==> src/rtl/inst_fetch_unit.sv <==
// Instruction-fetch front end: sequences the fetch PC, issues credit-limited imem requests,
// buffers responses in a FIFO for decode and flushes on redirect by killing in-flight responses.

module inst_fetch_unit #(
    parameter logic [31:0] RESET_PC   = 32'h0000_0000,
    parameter int unsigned FIFO_DEPTH = 4,
    parameter logic [31:0] NOP_INST   = 32'h0000_0013
) (
    input  logic        cpu_clk,
    input  logic        cpu_rst,
    output logic        imem_req_valid,
    input  logic        imem_req_ready,
    output logic [31:0] imem_req_addr,
    input  logic        imem_rsp_valid,
    input  logic [31:0] imem_rsp_data,
    output logic        inst_valid,
    input  logic        inst_ready,
    output logic [31:0] inst,
    output logic [31:0] inst_pc,
    input  logic        redirect_valid,
    input  logic [31:0] redirect_pc
);

    localparam int unsigned PTR_W = $clog2(FIFO_DEPTH);
    localparam int unsigned CNT_W = PTR_W + 1;
    localparam int unsigned SUM_W = CNT_W + 1;

    localparam logic [CNT_W-1:0] DEPTH_C = CNT_W'(FIFO_DEPTH);
    localparam logic [CNT_W-1:0] ONE_C   = CNT_W'(1);
    localparam logic [PTR_W-1:0] PTR_ONE = PTR_W'(1);

    typedef enum logic [1:0] {
        StBoot  = 2'd0,
        StRun   = 2'd1,
        StDrain = 2'd2
    } state_e;

    state_e state_q, state_d;

    logic [31:0]      fetch_pc_q, fetch_pc_d;
    logic [31:0]      rsp_pc_q, rsp_pc_d;
    logic [CNT_W-1:0] count_q, count_d;
    logic [CNT_W-1:0] outstanding_q, outstanding_d;
    logic [CNT_W-1:0] kill_q, kill_d;
    logic [PTR_W-1:0] rd_ptr_q, rd_ptr_d;
    logic [PTR_W-1:0] wr_ptr_q, wr_ptr_d;
    logic [SUM_W-1:0] out_sum;
    logic [SUM_W-1:0] credit_sum;

    logic [31:0] data_mem [FIFO_DEPTH];
    logic [31:0] pc_mem   [FIFO_DEPTH];

    logic        req_fire;
    logic        rsp_take;
    logic        rsp_drop;
    logic        push;
    logic        pop;
    logic [31:0] redirect_target;
    logic        unused_redirect_lsb;

    assign redirect_target     = {redirect_pc[31:2], 2'b00};
    assign unused_redirect_lsb = ^redirect_pc[1:0];

    // A response with nothing outstanding is a protocol error and is ignored outright.
    always_comb begin
        req_fire = imem_req_valid && imem_req_ready;
        rsp_take = imem_rsp_valid && (outstanding_q != '0);
        rsp_drop = rsp_take && (kill_q != '0);
        push     = rsp_take && !rsp_drop && !redirect_valid;
        pop      = inst_valid && inst_ready && !redirect_valid;
    end

    always_comb begin
        out_sum = {1'b0, outstanding_q} + SUM_W'(req_fire) - SUM_W'(rsp_take);
        if (out_sum > {1'b0, DEPTH_C}) begin
            outstanding_d = DEPTH_C;
        end else begin
            outstanding_d = out_sum[CNT_W-1:0];
        end
    end

    // On redirect every response still owed to the old stream must be dropped.
    always_comb begin
        kill_d = kill_q;
        if (redirect_valid) begin
            kill_d = outstanding_d;
        end else if (rsp_drop) begin
            kill_d = kill_q - ONE_C;
        end
    end

    always_comb begin
        fetch_pc_d = fetch_pc_q;
        rsp_pc_d   = rsp_pc_q;
        if (redirect_valid) begin
            fetch_pc_d = redirect_target;
            rsp_pc_d   = redirect_target;
        end else begin
            if (req_fire) begin
                fetch_pc_d = fetch_pc_q + 32'd4;
            end
            if (push) begin
                rsp_pc_d = rsp_pc_q + 32'd4;
            end
        end
    end

    always_comb begin
        count_d  = count_q;
        rd_ptr_d = rd_ptr_q;
        wr_ptr_d = wr_ptr_q;
        if (redirect_valid) begin
            count_d  = '0;
            rd_ptr_d = '0;
            wr_ptr_d = '0;
        end else begin
            if (push) begin
                wr_ptr_d = wr_ptr_q + PTR_ONE;
            end
            if (pop) begin
                rd_ptr_d = rd_ptr_q + PTR_ONE;
            end
            if (push && !pop) begin
                count_d = count_q + ONE_C;
            end else if (pop && !push) begin
                count_d = count_q - ONE_C;
            end
        end
    end

    always_ff @(posedge cpu_clk or negedge cpu_rst) begin
        if (!cpu_rst) begin
            fetch_pc_q    <= RESET_PC;
            rsp_pc_q      <= RESET_PC;
            count_q       <= '0;
            outstanding_q <= '0;
            kill_q        <= '0;
            rd_ptr_q      <= '0;
            wr_ptr_q      <= '0;
        end else begin
            fetch_pc_q    <= fetch_pc_d;
            rsp_pc_q      <= rsp_pc_d;
            count_q       <= count_d;
            outstanding_q <= outstanding_d;
            kill_q        <= kill_d;
            rd_ptr_q      <= rd_ptr_d;
            wr_ptr_q      <= wr_ptr_d;
        end
    end

    // Storage needs no reset: entries are only observed while count_q covers them.
    always_ff @(posedge cpu_clk) begin
        if (push) begin
            data_mem[wr_ptr_q] <= imem_rsp_data;
            pc_mem[wr_ptr_q]   <= rsp_pc_q;
        end
    end

    always_ff @(posedge cpu_clk or negedge cpu_rst) begin
        if (!cpu_rst) begin
            state_q <= StBoot;
        end else begin
            state_q <= state_d;
        end
    end

    always_comb begin
        state_d = state_q;
        unique case (state_q)
            StBoot:         state_d = StRun;
            StRun, StDrain: state_d = (kill_d != '0) ? StDrain : StRun;
            default:        state_d = StBoot;
        endcase
    end

    // Credit covers both buffered and in-flight words, so responses can never overflow.
    always_comb begin
        credit_sum     = {1'b0, count_q} + {1'b0, outstanding_q};
        imem_req_valid = (state_q != StBoot) && (credit_sum < {1'b0, DEPTH_C});
        imem_req_addr  = fetch_pc_q;
        inst_valid     = (count_q != '0);
        inst           = NOP_INST;
        inst_pc        = rsp_pc_q;
        if (inst_valid) begin
            inst    = data_mem[rd_ptr_q];
            inst_pc = pc_mem[rd_ptr_q];
        end
    end

endmodule

==> config.mk <==
export PLATFORM = sky130hd
export DESIGN_NAME = inst_fetch_unit
export DESIGN_NICKNAME = d
export VERILOG_FILES = /design/src/rtl/inst_fetch_unit.sv
export SDC_FILE = /design/constraint.sdc
export NUM_CORES = 1
export LEC_CHECK = 0
export CAP_MARGIN = 20
export CELL_PAD_IN_SITES_DETAIL_PLACEMENT = 1
export CELL_PAD_IN_SITES_GLOBAL_PLACEMENT = 2
export CORE_UTILIZATION = 43
export CTS_CLUSTER_DIAMETER = 100
export DETAILED_ROUTE_END_ITERATION = 7
export GPL_TIMING_DRIVEN = 1
export MAX_ROUTING_LAYER = met4
export PLACE_DENSITY_LB_ADDON = 0.1
export SYNTH_ARGS = -nofsm -noshare
export SYNTH_HDL_FRONTEND = slang
export SYNTH_SLANG_ARGS = --single-unit
==> constraint.sdc <==
create_clock -name cpu_clk -period 7.3 [get_ports cpu_clk]
set_clock_uncertainty 0.1 [all_clocks]
set_input_delay 2.19 -clock cpu_clk [delete_from_list [all_inputs] [get_ports cpu_clk]]
set_output_delay 2.19 -clock cpu_clk [all_outputs]
set_load 0.02 [all_outputs]
==> Word-level counts from Yosys, hierarchy flattened <==
Memories as Yosys holds them, arrays and structs flattened.
Cells that the tools add are included.
{ "totals": {"ff_bits": 79, "mem_bits_rw": 256, "n_memories": 2} }
{ "memory_table": {"columns": ["memory", "words", "word_bits", "rd", "rd_clocked_by_memory_dff", "write_ports", "line_no", "source"], "rows": [
  ["data_mem", 4, 32, 1, 0, 1, "50", "logic [31:0] data_mem [FIFO_DEPTH];"],
  ["pc_mem", 4, 32, 1, 0, 1, "51", "logic [31:0] pc_mem [FIFO_DEPTH];"]
]} }
{ "op_classes": {"n_addsub": 10, "order_cmp": 2, "eq_ne": 2, "muxes": 20, "reduce_logical": 25} }
{ "op_table": {"columns": ["operator", "n"], "rows": [
  ["$mux W32", 6],
  ["$add A32 B3 Y32 const B", 2],
  ["$mux W3", 6],
  ["$reduce_bool A3 Y1", 5],
  ["$logic_and A1 B1 Y1", 10],
  ["$mux W2", 5],
  ["$reduce_bool A2 Y1", 4],
  ["$sub A3 B1 Y3 const B", 2],
  ["$add A2 B1 Y2 const B", 2],
  ["$add A3 B1 Y4", 1],
  ["$add A3 B3 Y4", 1],
  ["$gt A4 B3 Y1 const B", 1],
  ["$logic_not A1 Y1", 4],
  ["$lt A4 B3 Y1 const B", 1],
  ["$pmux W2 S2", 1],
  ["$sub A4 B1 Y4", 1],
  ["$add A3 B1 Y3 const B", 1],
  ["$eq A2 B1 Y1 const B", 1],
  ["$eq A2 B2 Y1 const B", 1],
  ["$logic_not A2 Y1", 1],
  ["$mux W1", 2],
  ["$reduce_or A2 Y1", 1]
]} }

==> Depth between registers and ports, before layout <==
Gate-level depths: netlist of the first run.
{ "depth": {"ltp_word": 12, "mapped_depth": 13} }

==> Worst setup path after synthesis of the first run <==
OpenSTA, ideal clock, no wires.
{ "synth_timing": {"kind": "input-to-reg", "from": "input port imem_rsp_valid", "to": "memory data_mem[0][0], enable pin", "arrival_ns": 4.210, "t_required_ns": 6.773, "slack_ns": 2.563, "stages": 5, "n_path_buf": 1, "cell_sequence": "o31ai_1 -> inv_1 -> and2_1 -> clkbuf_1 -> and3_1"} }
{ "synth_via": {"elab_chain_len": 7} }
{ "synth_lines": {"columns": ["element", "line_no", "source"], "rows": [
  ["start, declared", "14", "input logic imem_rsp_valid,"],
  ["$logic_and A1 B1 Y1 (*)", "67", "rsp_take = imem_rsp_valid && (outstanding_q != '0);"],
  ["$logic_and A1 B1 Y1", "68", "rsp_drop = rsp_take && (kill_q != '0);"],
  ["$logic_not A1 Y1", "69", "push = rsp_take && !rsp_drop && !redirect_valid;"],
  ["$logic_and A1 B1 Y1 (*) (2 in a row)", "69", null],
  ["$mux W1 (*)", "153", "if (push) begin"],
  ["$mux W1 (not written as such) (*)", "154", "data_mem[wr_ptr_q] <= imem_rsp_data;"],
  ["end, declared", "50", null]
]} }
Every way passes the cells marked *; elsewhere a longest branch is shown, timed or not.

==> Final worst setup path of the first run <==
{ "layout_timing": {"from": "register rd_ptr_q[0]", "to": "output port inst_pc[5]"} }
{ "layout_via": {"elab_chain_len": 2} }
{ "layout_lines": {"columns": ["element", "line_no", "source"], "rows": [
  ["start, declared", "45", "logic [PTR_W-1:0] rd_ptr_q, rd_ptr_d;"],
  ["start signal, assigned", "146", "rd_ptr_q <= rd_ptr_d;"],
  ["$mem_v2 Z4 W32", null, null],
  ["$mux W32", "184", "if (inst_valid) begin"],
  ["end, declared", "19", "output logic [31:0] inst_pc,"]
]} }
Every way passes these cells.

==> PnR_summary.wiki, run 1 <==
{| class="wikitable"
! Metric !! Value
|-
| Final period util || 0.754
|-
| Row count || 65
|-
| Number of DRC violations after detailed routing || 0
|-
| FF-to-FF setup slack || 3320 ps
|-
| Path class of the lowest-slack min-delay path || reg -> reg
|-
| Max Root-Sink Buffers || 3
|-
| Min Tclk post-route || 5510 ps
|-
| Die Area || 33200 sq um
|-
| Number of buffers inserted during clock tree synthesis || 36
|-
| Reg-to-reg startpoint || outstanding_q[1]$_DFF_PN0_
|-
| Post-synthesis cell count || 906
|-
| CTS Root Buffer Type || sky130_fd_sc_hd__clkbuf_16
|-
| Clock latency on the worst-skew pair || 530 ps
|-
| Hpwl dp || 20.2 mm
|-
| Fraction of final layout cells with drive strength greater than 1 || 0.164
|-
| Core box area || 31700 sq um
|-
| Via/cell ratio || 5.45
|-
| Final weighted congestion of routability-driven global placement || 0.743
|-
| Post-CTS Resized || 0
|-
| Hold Path Sink || wr_ptr_q[0]$_DFFE_PN0N_
|-
| # setup viols final || 0
|-
| Top-Level Pins || 168
|-
| Worst path required time || 5010 ps
|-
| Maximum number of pins on one net before global-route repair || 59
|-
| Setup total negative slack || 0 ps
|-
| Setup crit end kind || output pin
|-
| GR Util All Layers || 0.202
|-
| WL per Instance || 21.0 um
|-
| # Post-CTS Setup Buffers || 0
|-
| Share of synthesized flip-flops with an asynchronous set or reset || 0.232
|-
| Synth-to-layout area growth || 22.8%
|-
| Clock transition at the registers of the reported paths || 60 ps
|-
| Endpoints failing hold || 0
|-
| Number of register bits inferred by synthesis || 323
|-
| Total number of clock tree sinks || 323
|-
| Crit path max fanout || 28
|-
| Total number of yosys warnings || 0
|-
| Final net count || 1166
|-
| Slew headroom || 0.327
|-
| Seq/Total Area, Yosys || 0.668
|-
| X dimension of the die || 182 um
|-
| Startpoint kind of the worst setup timing path || flip-flop
|-
| Global-route congestion overflow total || 0
|-
| Worst reg2reg path depth || 10
|-
| Post-synthesis instance area || 14000 sq um
|-
| Y dimension of the die || 182 um
|-
| Count of flip-flops with a built-in enable after synthesis || 248
|-
| Antenna Nets Post-Route || 0
|-
| TritonRoute pass-1 iters || 4
|-
| Run status || finished, final reports clean
|-
| Vias in the first global route || 8574
|-
| Count of inserted antenna diode cells || 0
|-
| Synth cell types || 59
|-
| Power density over cell area || 335 nW/um^2
|-
| LEAKAGE || 5.94 nW
|-
| Startpoint of the tightest hold check path || wr_ptr_q[0]$_DFFE_PN0N_
|-
| Max frequency || 182 MHz
|-
| Worst vdd rail ir drop || 0.172 mV
|-
| Reg2Reg Capture Point || state_q[0]$_DFF_PN0_
|-
| Hold-fix buffer count after cts || 0
|-
| Routed wire length || 31.7 mm
|-
| Final hold slack || 476 ps
|-
| Slew Limit Fails || 0
|-
| Mean instance size in the synthesized netlist || 15.4 sq um
|-
| Starting density of the core || 0.440
|-
| Number of antenna violations at the first check in global routing || 0
|-
| CP Class || reg -> out
|-
| Most common flop cell mapped by yosys || sky130_fd_sc_hd__edfxtp_1
|-
| Number of stages on the worst hold path || 2
|-
| Global-route wire length before repair || 49.6 mm
|-
| Unrepaired setup endpoints after global routing || false
|-
| Starting DRC count in detailed routing || 364
|-
| Count of input and output buffers || 161
|-
| Vias after detailed routing || 8195
|-
| Max-cap violations || 0
|-
| Slew at the pin closest to its max-slew limit || 1010 ps
|-
| WP data arrival || 3220 ps
|-
| CTS H-tree depth || 2
|-
| CTS tree || built
|}
## through the flow
stage                      util  std cells  power, mW  worst slack [ps]  instance area [sq um]
after floorplan               -        909       3.29              2560                  14000
after global placement    0.504       1440       4.09              1900                  16000
after detailed placement  0.505       1441       4.11              1830                  16000
after CTS                 0.540       1504       5.83              1680                  17100
after global routing      0.540       1505       6.03              1540                  17100
final                     0.540       1505       5.73              1790                  17100
## worst max path at each step
stage / from / endpoint / slack (ps) / cells after the start
floorplan: imem_rsp_valid / data_mem[0][0]$_DFFE_PP_ / 2560 / 5
CTS: rd_ptr_q[0]$_DFFE_PN0P_ / inst_pc[5] / 1680 / 5
finish: rd_ptr_q[0]$_DFFE_PN0P_ / inst_pc[5] / 1790 / 5
global placement: imem_req_ready / state_q[0]$_DFF_PN0_ / 1900 / 9
detailed placement: imem_req_ready / state_q[0]$_DFF_PN0_ / 1830 / 9
global route: rd_ptr_q[0]$_DFFE_PN0P_ / inst_pc[5] / 1540 / 5
## state kept, by name (all words and copies together) (netlist names), 3 cells and up
| signal | cells |
|---|---|
| count_q | 3 |
| rsp_pc_q | 30 |
| kill_q | 3 |
| data_mem | 128 |
| imem_req_addr | 30 |
| pc_mem | 120 |
| outstanding_q | 3 |
## area by class of cell
type | count | area, sq um
Inverter | 26 | 97.6
Sequential cell | 323 | 9330
Fill cell | 3030 | 14600
Multi-Input combinational cell | 511 | 4330
Clock buffer | 45 | 935
Timing Repair Buffer | 180 | 1760
Clock inverter | 18 | 170
Tap cell | 402 | 503
## power by group
part | total, mW | switching (mW) | internal [mW] | leakage, nW
clock | 1.70 | 0.711 | 0.987 | 0.541
sequential | 2.24 | 0.144 | 2.10 | 3.10
combinational | 1.79 | 0.965 | 0.826 | 2.30
## cell usage after synthesis, types with 15 or more instances
cell type / instances / area (sq um)
sky130_fd_sc_hd__ha_1: 16 / 200
sky130_fd_sc_hd__a21oi_1: 15 / 75.1
sky130_fd_sc_hd__dfrtp_1: 75 / 1880
sky130_fd_sc_hd__inv_1: 25 / 93.8
sky130_fd_sc_hd__and3_1: 16 / 100
sky130_fd_sc_hd__nor3_1: 18 / 90.1
sky130_fd_sc_hd__edfxtp_1: 248 / 7450
sky130_fd_sc_hd__xnor2_1: 31 / 272
sky130_fd_sc_hd__nand4_1: 18 / 113
sky130_fd_sc_hd__nand3_1: 18 / 90.1
sky130_fd_sc_hd__nor2_1: 23 / 86.3
sky130_fd_sc_hd__clkbuf_1: 32 / 120
sky130_fd_sc_hd__o31a_1: 16 / 140
sky130_fd_sc_hd__mux4_2: 62 / 1400
sky130_fd_sc_hd__mux2_2: 23 / 259
sky130_fd_sc_hd__nand2_1: 106 / 398
sky130_fd_sc_hd__and2_1: 32 / 200
## per-layer routing
layer,up-vias,track usage,share of wire,wire [um]
li1,3787,-,-,-
met1,4188,0.276,0.47,14800
met2,188,0.316,0.47,14900
met3,32,0.0339,0.044,1410
met4,0,0.0508,0.016,492
met5,-,-,0,0
## placed cells by master, fill, tap and decap left out, types with 7 or more instances in the layout
cell and instances:
sky130_fd_sc_hd__o31a_1 16, sky130_fd_sc_hd__xnor2_1 31, sky130_fd_sc_hd__nand2_1 106, sky130_fd_sc_hd__mux4_2 62, sky130_fd_sc_hd__nor2_1 23, sky130_fd_sc_hd__nor3_1 17
sky130_fd_sc_hd__and3_1 12, sky130_fd_sc_hd__ha_1 16, sky130_fd_sc_hd__and2_1 32, sky130_fd_sc_hd__clkdlybuf4s50_1 160, sky130_fd_sc_hd__nand4_1 18, sky130_fd_sc_hd__nand3_1 18
sky130_fd_sc_hd__xor2_1 10, sky130_fd_sc_hd__a31oi_1 9, sky130_fd_sc_hd__a21oi_1 15, sky130_fd_sc_hd__o21ai_0 14, sky130_fd_sc_hd__clkinv_1 7, sky130_fd_sc_hd__buf_4 18
sky130_fd_sc_hd__inv_1 24, sky130_fd_sc_hd__dfrtp_1 73, sky130_fd_sc_hd__nand2b_1 9, sky130_fd_sc_hd__or3_1 8, sky130_fd_sc_hd__clkbuf_1 9, sky130_fd_sc_hd__mux2_2 23
sky130_fd_sc_hd__nor4_1 9, sky130_fd_sc_hd__edfxtp_1 248, sky130_fd_sc_hd__clkbuf_16 36
## worst max-delay path, cell delays in order (launching register included)
cell	delay, ps
sky130_fd_sc_hd__dfrtp_4	810
sky130_fd_sc_hd__buf_4	520
sky130_fd_sc_hd__mux4_2	570
sky130_fd_sc_hd__nand2_1	80
sky130_fd_sc_hd__o21ai_0	100
sky130_fd_sc_hd__clkdlybuf4s50_1	600
## logic make-up after synthesis
kind of cell,Yosys count,synth area share
adder cells (fa/ha/maj),18,0.0172
multiplexers,86,0.119
other,1,0.000269
XOR/XNOR,41,0.0257
AND/OR/NAND/NOR,281,0.105
AO/OA/AOI/OAI,81,0.0410
flip-flops,323,0.668
buffers and inverters,75,0.0233
Power figures use the tool's default switching activity.
==> run 2, diff against run 1 <==
--- a/config.mk
+++ b/config.mk
@@ -8,7 +8,7 @@
 export CAP_MARGIN = 20
 export CELL_PAD_IN_SITES_DETAIL_PLACEMENT = 1
 export CELL_PAD_IN_SITES_GLOBAL_PLACEMENT = 2
-export CORE_UTILIZATION = 43
+export CORE_UTILIZATION = 40
 export CTS_CLUSTER_DIAMETER = 100
 export DETAILED_ROUTE_END_ITERATION = 7
 export GPL_TIMING_DRIVEN = 1
==> constraint.sdc (replaced) <==
create_clock -name cpu_clk -period 5.4 [get_ports cpu_clk]
set_clock_uncertainty 0.1 [all_clocks]
set_input_delay 1.62 -clock cpu_clk [delete_from_list [all_inputs] [get_ports cpu_clk]]
set_output_delay 1.62 -clock cpu_clk [all_outputs]
set_load 0.02 [all_outputs]
==> run 2 against run 1 <==
The run now ends with design-rule violations left. Critical endpoint unchanged. Clock power grew 35%. Register-to-register slack worse by 1900 ps. Count of clock-buffer cells in the layout is 1 lower. Setup slack got worse by 1000 ps. Die area rose by 7.4%. Cell count increased by 3.9%. Sequential cell count is the same. Sequential power grew 35%. Largest power group unchanged.
==> PnR_summary.wiki, run 2 (synthesis gave the netlist of run 1 again) <==
{| class="wikitable"
! Metric !! Value
|-
| Slew at the pin closest to its max-slew limit || 864 ps
|-
| Routed wire length || 32.0 mm
|-
| Max-cap violations || 0
|-
| Die Area || 35600 sq um
|-
| Setup crit end kind || output pin
|-
| Y dimension of the die || 189 um
|-
| X dimension of the die || 189 um
|-
| Switching power as a share of total power || 0.318
|-
| WP data arrival || 2910 ps
|-
| Combinational fraction of design power || 0.317
|-
| Final weighted congestion of routability-driven global placement || 0.769
|-
| Run status || complete, but fails checks
|-
| Min Tclk post-route || 4630 ps
|-
| Worst vdd rail ir drop || 0.311 mV
|-
| Switch Pwr || 2.47 mW
|-
| Internal Pwr Total || 5.31 mW
|-
| Vias in the first global route || 8580
|-
| GR Util All Layers || 0.188
|-
| Number of flip-flops under the largest register name || 128
|-
| Most common cell after layout, fill and taps aside || sky130_fd_sc_hd__edfxtp_1
|-
| Number of buffers inserted during clock tree synthesis || 36
|-
| Maximum number of pins on one net before global-route repair || 57
|-
| TritonRoute pass-1 iters || 6
|-
| Hpwl dp || 21.0 mm
|-
| Endpoints failing hold || 0
|-
| Violations in the final reports || design-rule violations
|-
| # setup viols final || 0
|-
| Max Root-Sink Buffers || 3
|-
| Relative contribution of the clock network to total power || 0.295
|-
| Registers with the most flip-flops || data_mem (128), pc_mem (120)
|-
| Max frequency || 216 MHz
|-
| Path class of the lowest-slack min-delay path || reg -> reg
|-
| Relative contribution of sequential cells to total power || 0.388
|-
| Final Instance Count excl. Fillers || 1564
|-
| Slew headroom || 0.423
|-
| Number of DRC violations after detailed routing || 1
|-
| WL per Instance || 20.4 um
|-
| Worst path required time || 3680 ps
|-
| Global-route congestion overflow total || 0
|-
| Reg2Reg Capture Point || state_q[0]$_DFF_PN0_
|-
| Slew Limit Fails || 0
|-
| Reg-to-reg startpoint || outstanding_q[1]$_DFF_PN0_
|-
| End of the critical path || inst_pc[5]
|-
| Core box area || 34500 sq um
|-
| Clock latency on the worst-skew pair || 510 ps
|-
| Final net count || 1171
|-
| Total number of clock tree sinks || 323
|-
| Multi-input combinational cell area || 4350 sq um
|-
| Sequential cell area || 9330 sq um
|-
| Vias after detailed routing || 8197
|-
| Crit path max fanout || 25
|-
| Fraction of final layout cells with drive strength greater than 1 || 0.173
|-
| Top-Level Pins || 168
|-
| Post-CTS Resized || 0
|-
| CP Class || reg -> out
|-
| Clock transition at the registers of the reported paths || 60 ps
|-
| # Post-CTS Setup Buffers || 0
|-
| Antenna Nets Post-Route || 0
|-
| CTS Root Buffer Type || sky130_fd_sc_hd__clkbuf_16
|-
| Startpoint kind of the worst setup timing path || flip-flop
|-
| Number of antenna violations at the first check in global routing || 0
|-
| Synth-to-layout area growth || 24.1%
|-
| CTS H-tree depth || 2
|-
| Via/cell ratio || 5.24
|-
| CTS tree || built
|-
| Final period util || 0.858
|-
| Crit path from || rd_ptr_q[0]$_DFFE_PN0P_
|-
| Worst reg2reg path depth || 10
|-
| Fillers || 3346
|-
| FF-to-FF setup slack || 1460 ps
|-
| Starting DRC count in detailed routing || 460
|-
| Global-route wire length before repair || 49.8 mm
|-
| Hold-fix buffer count after cts || 0
|-
| Largest reg by FF count || data_mem
|-
| Unrepaired setup endpoints after global routing || false
|-
| Count of inserted antenna diode cells || 0
|-
| LEAKAGE || 5.98 nW
|-
| Most frequent cells in the layout || 248 x sky130_fd_sc_hd__edfxtp_1, 160 x sky130_fd_sc_hd__clkdlybuf4s50_1, 106 x sky130_fd_sc_hd__nand2_1
|-
| Count of input and output buffers || 161
|-
| Power density over cell area || 449 nW/um^2
|-
| Placed instance count || 1500
|-
| Starting density of the core || 0.405
|-
| Row count || 68
|-
| Setup total negative slack || 0 ps
|}
## run 2: cell count changes in the layout (fill, tap and decap cells not counted), sizes merged
cell	change
buf	+6
clkinvlp	+2
clkbuf	-2
## run 2: area by class of cell
cell class | instances | share of cell area
Multi-Input combinational cell | 511 | 0.251
Tap cell | 455 | 0.0329
Sequential cell | 323 | 0.539
Timing Repair Buffer | 185 | 0.108
Inverter | 26 | 0.00564
Clock inverter | 20 | 0.00954
Clock buffer | 44 | 0.0544
## run 2: layer usage
metal / wire length (um) / up-vias / part of all wire / GRT usage
met2: 15000 / 207 / 0.47 / 0.294
met1: 15000 / 4143 / 0.47 / 0.262
met4: 546 / 0 / 0.017 / 0.0453
met3: 1430 / 40 / 0.045 / 0.0253
li1: - / 3807 / - / -
met5: 0 / - / 0 / -
## run 2: worst min path at each step
stage / start / to / slack, ps / cells after the start
global route: wr_ptr_q[0]$_DFFE_PN0N_ / wr_ptr_q[0]$_DFFE_PN0N_ / 510 / 2
finish: wr_ptr_q[1]$_DFFE_PN0N_ / wr_ptr_q[1]$_DFFE_PN0N_ / 470 / 2
floorplan: rsp_pc_q[5]$_DFFE_PN0N_ / pc_mem[0][5]$_DFFE_PP_ / 420 / 0
detailed placement: wr_ptr_q[1]$_DFFE_PN0N_ / wr_ptr_q[1]$_DFFE_PN0N_ / 470 / 2
global placement: wr_ptr_q[0]$_DFFE_PN0N_ / wr_ptr_q[0]$_DFFE_PN0N_ / 450 / 2
CTS: wr_ptr_q[1]$_DFFE_PN0N_ / wr_ptr_q[1]$_DFFE_PN0N_ / 480 / 2
## run 2: critical path: stages (launching register included)
cell,delay [ps]
sky130_fd_sc_hd__dfrtp_4,780
sky130_fd_sc_hd__buf_4,300
sky130_fd_sc_hd__mux4_2,530
sky130_fd_sc_hd__nand2_1,80
sky130_fd_sc_hd__o21ai_0,90
sky130_fd_sc_hd__clkdlybuf4s50_1,620
## run 2: per-stage QoR
| stage | hold slack (ps) | util | setup slack (ps) | area [sq um] | power [mW] |
|---|---|---|---|---|---|
| finish | 473 | 0.502 | 767 | 17300 | 7.78 |
| global route | 512 | 0.502 | 586 | 17300 | 8.16 |
| CTS | 477 | 0.502 | 661 | 17300 | 7.92 |
| detailed placement | 469 | 0.470 | 556 | 16200 | 5.59 |
| global placement | 455 | 0.470 | 598 | 16200 | 5.57 |
| floorplan | 417 | - | 1230 | 14000 | 4.44 |
## run 2: power by group through the flow
| stage | clock network, mW | logic (mW) | registers [mW] |
|---|---|---|---|
| after floorplan | 0 | 1.43 | 3.01 |
| after global placement | 0 | 2.50 | 3.07 |
| after detailed placement | 0 | 2.52 | 3.07 |
| after CTS | 2.36 | 2.53 | 3.02 |
| after global routing | 2.44 | 2.67 | 3.05 |
| final | 2.30 | 2.47 | 3.02 |
==> run 3, diff against run 2 <==
--- a/config.mk
+++ b/config.mk
@@ -8,6 +8,7 @@
 export CAP_MARGIN = 20
 export CELL_PAD_IN_SITES_DETAIL_PLACEMENT = 1
 export CELL_PAD_IN_SITES_GLOBAL_PLACEMENT = 2
+export CORE_MARGIN = 2
 export CORE_UTILIZATION = 40
 export CTS_CLUSTER_DIAMETER = 100
 export DETAILED_ROUTE_END_ITERATION = 7
==> run 3 against run 2 <==
The flow now finishes without violations. Routed wire length rose by 2.3%. First-iteration DRC count decreased by 15%. Design area rose by 0.13%. Sequential power is essentially flat.
==> PnR_summary.wiki, run 3 (synthesis gave the netlist of run 1 again) <==
{| class="wikitable"
! Metric !! Value
|-
| Unrepaired setup endpoints after global routing || false
|-
| Starting density of the core || 0.405
|-
| Largest reg by FF count || data_mem
|-
| Setup crit end kind || output pin
|-
| Hold-fix buffer count after cts || 0
|-
| Vias in the first global route || 8854
|-
| Count of inserted antenna diode cells || 0
|-
| Core box area || 34500 sq um
|-
| LEAKAGE || 5.99 nW
|-
| Run status || finished, final reports clean
|-
| Fraction of final layout cells with drive strength greater than 1 || 0.174
|-
| Clock transition at the registers of the reported paths || 60 ps
|-
| Number of buffers inserted during clock tree synthesis || 35
|-
| Starting DRC count in detailed routing || 393
|-
| Total number of clock tree sinks || 323
|-
| Most common cell after layout, fill and taps aside || sky130_fd_sc_hd__edfxtp_1
|-
| Startpoint kind of the worst setup timing path || flip-flop
|-
| Final weighted congestion of routability-driven global placement || 0.754
|-
| Die Area || 36400 sq um
|-
| CTS H-tree depth || 2
|-
| CTS tree || built
|-
| CP Class || reg -> out
|-
| Worst path required time || 3680 ps
|-
| Worst setup timing slack at the placement stage || 512 ps
|-
| Reg-to-reg startpoint || outstanding_q[1]$_DFF_PN0_
|-
| X dimension of the die || 191 um
|-
| Endpoints failing hold || 0
|-
| Y dimension of the die || 191 um
|-
| Most frequent cells in the layout || 248 x sky130_fd_sc_hd__edfxtp_1, 160 x sky130_fd_sc_hd__clkdlybuf4s50_1, 106 x sky130_fd_sc_hd__nand2_1
|-
| Number of antenna violations at the first check in global routing || 0
|-
| Setup total negative slack || 0 ps
|-
| TritonRoute pass-1 iters || 5
|-
| Max-cap violations || 0
|-
| Number of flip-flops under the largest register name || 128
|-
| # Post-CTS Setup Buffers || 0
|-
| Crit path from || rd_ptr_q[0]$_DFFE_PN0P_
|-
| Slew headroom || 0.390
|-
| Routed wire length || 32.7 mm
|-
| Max Root-Sink Buffers || 3
|-
| Power density over cell area || 453 nW/um^2
|-
| Top-Level Pins || 168
|-
| Slew at the pin closest to its max-slew limit || 914 ps
|-
| Min Tclk post-route || 4710 ps
|-
| Hpwl dp || 21.2 mm
|-
| Synth-to-layout area growth || 24.3%
|-
| # setup viols final || 0
|-
| Max frequency || 212 MHz
|-
| Path class of the lowest-slack min-delay path || reg -> reg
|-
| Post-layout worst setup margin || 687 ps
|-
| Count of input and output buffers || 161
|-
| Startpoint of the tightest hold check path || wr_ptr_q[1]$_DFFE_PN0N_
|-
| Antenna Nets Post-Route || 0
|-
| Final net count || 1171
|-
| Row count || 68
|-
| Global-route wire length before repair || 52.3 mm
|-
| Clock latency on the worst-skew pair || 510 ps
|-
| WP data arrival || 2990 ps
|-
| Registers with the most flip-flops || data_mem (128), pc_mem (120)
|-
| Final period util || 0.873
|-
| Slew Limit Fails || 0
|-
| CTS Root Buffer Type || sky130_fd_sc_hd__clkbuf_16
|-
| Fillers || 3343
|-
| Vias after detailed routing || 8213
|-
| GR Util All Layers || 0.193
|-
| Crit path max fanout || 31
|-
| Final Power || 7.85 mW
|-
| Maximum number of pins on one net before global-route repair || 57
|-
| Worst vdd rail ir drop || 0.238 mV
|-
| Global-route congestion overflow total || 0
|-
| Number of DRC violations after detailed routing || 0
|-
| WL per Instance || 20.9 um
|-
| Post-CTS Resized || 0
|-
| Via/cell ratio || 5.25
|}
==> run 3: cell type report <==
type | count | area, sq um | share of cell area
Clock buffer | 43 | 937 | 0.0541
Tap cell | 455 | 569 | 0.0328
Sequential cell | 323 | 9330 | 0.538
Timing Repair Buffer | 186 | 1860 | 0.107
Clock inverter | 21 | 196 | 0.0113
Multi-Input combinational cell | 511 | 4350 | 0.251
Inverter | 26 | 97.6 | 0.00563
==> run 3: metrics by stage <==
step	area, sq um	utilization	hold slack (ps)	cells
after floorplan	14000	-	417	909
after global placement	16200	0.470	461	1501
after detailed placement	16200	0.470	470	1501
after CTS	17300	0.503	481	1565
after global routing	17300	0.503	514	1565
final	17300	0.503	479	1565
==> run 3: per-layer routing <==
layer	track usage	routed length (um)	up-vias
met5	-	0	-
li1	-	-	3795
met2	0.295	15100	193
met1	0.273	15500	4179
met4	0.0417	590	0
met3	0.0302	1480	46
==> run 3: critical path, stage by stage (launching register included) <==
cell and delay, ps:
sky130_fd_sc_hd__dfrtp_4 860, sky130_fd_sc_hd__buf_4 360, sky130_fd_sc_hd__mux4_2 530, sky130_fd_sc_hd__and2_1 170
sky130_fd_sc_hd__clkdlybuf4s50_1 540
==> run 3: worst paths after layout <==
| kind | endpoint | slack [ps] | depth (start not counted) |
|---|---|---|---|
| min reg2reg | wr_ptr_q[1]$_DFFE_PN0N_ | 480 | 2 |
| min | wr_ptr_q[1]$_DFFE_PN0N_ | 480 | 2 |
| max in group asynchronous | kill_q[2]$_DFF_PN0_ | 3320 | 2 |
| min in group asynchronous | imem_req_addr[11]$_DFFE_PN0N_ | 1060 | 1 |
| max reg2reg | state_q[0]$_DFF_PN0_ | 1410 | 10 |
| max | inst[25] | 690 | 4 |
==> run 3: where the power goes <==
part,internal [mW],total (mW),switching [mW]
combinational,1.13,2.47,1.33
clock,1.39,2.36,0.977
sequential,2.83,3.01,0.182
total,5.35,7.85,2.49
